## config.mk

```make
export PLATFORM = sky130hd
export DESIGN_NAME = pulse_div_chain
export DESIGN_NICKNAME = d
export VERILOG_FILES = /design/src/rtl/pulse_div_chain.sv
export SDC_FILE = /design/constraint.sdc
export NUM_CORES = 1
export LEC_CHECK = 0
export CAP_MARGIN = 20
export CORE_UTILIZATION = 41
export DETAILED_ROUTE_END_ITERATION = 6
export GPL_TIMING_DRIVEN = 0
export PLACE_DENSITY = 0.7
export SETUP_SLACK_MARGIN = 0.5
export SYNTH_ARGS = -nofsm -noshare
export SYNTH_HDL_FRONTEND = slang
export SYNTH_SLANG_ARGS = --single-unit
```

## constraint.sdc

```tcl
create_clock -name clk -period 2.1 [get_ports clk]
set_input_delay 0.63 -clock clk [delete_from_list [all_inputs] [get_ports clk]]
set_output_delay 0.63 -clock clk [all_outputs]
set_load 0.02 [all_outputs]
```

## src/rtl/pulse_div_chain.sv

```systemverilog
// Cascade of STAGES modulo-MODULUS pulse counters with per-stage one-cycle carry pulses.
// Optional parallel load enabled by defining PULSE_DIV_LOAD_EN.

module pulse_div_stage #(
   parameter int MODULUS = 10,
   parameter int CW      = 4
) (
   input  logic          clk,
   input  logic          rst,
   input  logic          clear,
   input  logic          load,
   input  logic [CW-1:0] load_value,
   input  logic          adv,
   input  logic          down,
   output logic [CW-1:0] count,
   output logic          wrap,
   output logic          carry
);
   localparam logic [CW-1:0] TOP = CW'(MODULUS - 1);
   localparam logic [CW-1:0] ONE = CW'(1);

   assign wrap = down ? (count == '0) : (count == TOP);

   always_ff @(posedge clk) begin
      if (rst || clear) begin
         count <= '0;
         carry <= 1'b0;
      end else if (load) begin
         // out-of-range load fields saturate so the count stays a legal digit
         count <= (load_value > TOP) ? TOP : load_value;
         carry <= 1'b0;
      end else begin
         carry <= adv & wrap;
         if (adv) begin
            if (wrap) count <= down ? TOP : '0;
            else      count <= down ? count - ONE : count + ONE;
         end
      end
   end
endmodule

module pulse_div_chain #(
   parameter int STAGES  = 3,
   parameter int MODULUS = 10,
   parameter int CW      = 4
) (
   input  logic                 clk,
   input  logic                 rst,
   input  logic                 clear_time,
   input  logic                 pause,
   input  logic                 down,
   input  logic                 pulse_in,
`ifdef PULSE_DIV_LOAD_EN
   input  logic                 load,
   input  logic [STAGES*CW-1:0] load_value,
`endif
   output logic [STAGES*CW-1:0] count_flat,
   output logic [STAGES-1:0]    carry_out,
   output logic                 pulse_out,
   output logic                 all_zero
);
   logic                 ld;
   logic [STAGES*CW-1:0] ld_val;
   logic [STAGES-1:0]    adv;
   logic [STAGES-1:0]    wrap;

`ifdef PULSE_DIV_LOAD_EN
   assign ld     = load;
   assign ld_val = load_value;
`else
   assign ld     = 1'b0;
   assign ld_val = '0;
`endif

   // ripple enable: a stage advances only when every lower stage wraps this cycle
   always_comb begin
      adv    = '0;
      adv[0] = pulse_in & ~pause;
      for (int k = 1; k < STAGES; k++)
         adv[k] = adv[k-1] & wrap[k-1];
   end

   for (genvar k = 0; k < STAGES; k++) begin : g_stage
      pulse_div_stage #(.MODULUS(MODULUS), .CW(CW)) u_stage (
         .clk        (clk),
         .rst        (rst),
         .clear      (clear_time),
         .load       (ld),
         .load_value (ld_val[k*CW +: CW]),
         .adv        (adv[k]),
         .down       (down),
         .count      (count_flat[k*CW +: CW]),
         .wrap       (wrap[k]),
         .carry      (carry_out[k])
      );
   end

   assign pulse_out = carry_out[STAGES-1];
   assign all_zero  = (count_flat == '0);
endmodule

```

==> out/results.ini <==
[synthesis]
ys_types = 42
synthArstFlopShare_pct = 0
ys_dominant_reg_cell = dfxtp_1
yosys.area.top_type = dfxtp_1
seq_area_frac_synth_pct = 28.8
ys_ff_latch = 15
yosys_warnings = 0
synth_edf_count = 0
netlist_top_cells_area = dfxtp_1 (29%), ha_1 (7.2%), nor2_1 (6.1%)
synth_top_area_share_pct = 28.8
syn_nets = 136
synth.avg_cell_area_sq_um = 8.60
syn-cell-area_sq_um = 1040
syn_inst = 121

[finish]
final_common_cell = buf_4
drive_above_1_share_pct = 49.4
num_antenna_cells = 0
area.growth.synth_to_final_pct = 53.1
finalNetCount = 180
final_cell_mix = buf_4 (17), nor2_1 (15), buf_2 (10), dfxtp_4 (9), nand2_1 (6)
regArea_sq_um = 337
fillCellCount = 187
multi_input_area_sq_um = 787

[place]
routabilityCongestion = 0.786
port_buffers = 22
hpwlAfterDp_microns = 1720

[sta]
hold_ws_ns = 0.529
rsz0062_at_grt = yes
setup_viol = 1
post-route-period-util_pct = 102
fin_worst_skew_ns = 0.00175
max_clock_freq_mhz = 467
fin_crit_ns = 2.14
finalHoldViolCount = 0
slew_headroom_pct = 80.6
timing.final.ws_setup_ns = -0.0394
worstMarginPinSlew_ns = 0.287
maxSlewViolCount = 0

[clock_network]
clk_pin_slew_ns = 0.10
htreeDepth = 1
cts_buffers = 3
clk_latency_ns = 0.29
clockBufferDepth = 2
root_buffer = clkbuf_4
tritoncts = yes
cts_hold_buffers = 0
clock_sinks = 15

[min_path]
worstHoldPathCells = 2
hold_path_class = flip-flop to flip-flop

[floorplan]
die_area_sq_um = 2740
die_y_microns = 52.4
die_x_microns = 52.4
pin_count = 23
rows = 17
initial_core_util_pct = 45.3
core_area_sq_um = 2300

[critical_path]
arrival_ns = 1.51
cp-end-kind = output pin
worstPathRequired_ns = 1.47
max_stage_delay_ns = 0.40
worstRegToRegCells = 7
crit_chain = or3_4 > nor4_4 > and3_4 > buf_6
critPathLaunchType = flip-flop
critPathMaxFanout = 3
path_class = flip-flop to output pin
cp_slowest_cell = or3_4

[routing]
wl_met1_microns = 1260
top_layer = met4
viasPerCell = 5.44
wl_met3_microns = 76
dr_wl_met2_microns = 1490
drtIter0Drc = 9
first_pass_iters = 4
routed_wl_microns = 2880
wl_per_cell_microns = 15.0
post-route-drc-count = 0
dr_total_vias = 1045
ant_nets = 0

[power]
leakagePower_nw = 0.666
p_total_mw = 0.633
power_per_cell_area_nw_per_um2 = 397
peakVddDrop_mv = 0.318

[status]
violations = negative setup slack
status = finished with violations

[global_routing]
track_usage_pct = 21.9
grt-ovfl-total = 0
grt_pass1_wl_microns = 4370
antenna_found_initial = 0
grt_max_degree = 11
grt_pass1_vias = 1001

[job]
maxCapViolations = 0

registers in the layout, summed over array words and instances (netlist names):
| register | count |
|---|---|
| g_stage.u_stage.count | 12 |
| g_stage.u_stage.carry | 3 |
critical path: cells and delay by family (launching register included):
kind	cells	cell delay, ns
and+or+nand+nor	3	0.75
DFF	1	0.36
buffers and inverters	1	0.11
layout make-up:
cell class,instances,area share [%]
clock buffers,4,1.65
inverters,6,1.65
plain buffers,7,3.85
multi-input cells,93,49.4
repair buffers,39,20.2
flip-flops and latches,15,21.1
well taps,28,2.20
synthesized netlist by cell type (3+ instances only):
master,count
nor2_1,17
a21oi_1,5
dfxtp_1,15
xor2_1,4
nand2_1,6
inv_1,6
and3_1,4
o21ai_0,8
buf_4,4
fa_1,3
ha_1,6
nor3_1,3
per-layer routing:
layer / track usage [%] / up-vias
met4: 12.7 / 0
met2: 38.4 / 19
met5: 0 / -
li1: - / 510
met1: 24.9 / 512
met3: 2.90 / 4
kinds of logic after synthesis:
kind of cell | share of synthesized area [%]
AND/OR/NAND/NOR | 25.7
flip-flops | 28.8
XOR/XNOR | 5.05
buffers and inverters | 6.97
AO/OA/AOI/OAI | 18.5
multiplexers | 1.92
adder cells (fa/ha/maj) | 13.0
stage by stage:
step | cells | setup slack [ns] | area (sq um) | util (%) | setup TNS (ns)
CTS | 186 | -0.0822 | 1490 | 64.9 | -0.0822
global route | 192 | -0.0936 | 1590 | 69.4 | -0.0936
global placement | 171 | -0.658 | 1320 | 57.5 | -6.74
floorplan | 121 | 0.286 | 1060 | - | 0
finish | 192 | -0.0394 | 1590 | 69.4 | -0.0394
detailed placement | 171 | -0.702 | 1320 | 57.5 | -7.13
path summary, 6_finish.rpt:
kind / start / endpoint / slack, ns
setup / recovery: g_stage[0].u_stage.count[0]$_SDFFE_PP0N_ / all_zero / -0.04
hold / removal: g_stage[0].u_stage.count[2]$_SDFFE_PP0N_ / g_stage[0].u_stage.count[2]$_SDFFE_PP0N_ / 0.53
setup reg to reg: g_stage[0].u_stage.count[1]$_SDFFE_PP0N_ / g_stage[0].u_stage.count[3]$_SDFFE_PP0N_ / 0.43
hold reg to reg: g_stage[0].u_stage.count[2]$_SDFFE_PP0N_ / g_stage[0].u_stage.count[2]$_SDFFE_PP0N_ / 0.53
report_power, final:
part / switching (mW) / total (mW) / leakage [nW] / internal (mW)
Clock: 0.104 / 0.178 / 0.0150 / 0.0740
Combinational: 0.0791 / 0.167 / 0.521 / 0.0883
Sequential: 0.00695 / 0.287 / 0.129 / 0.280
what timing repair did:
item / 4_1_cts / 5_1_grt
buffers inserted: 11 / 6
endpoints found under the hold margin: 0 / 0
gates resized for setup: 85 / 35
gates cloned: 0 / 0
pin swaps: 9 / 15
endpoints found under the setup margin: 31 / 24
(Power assumes the default switching activity.)
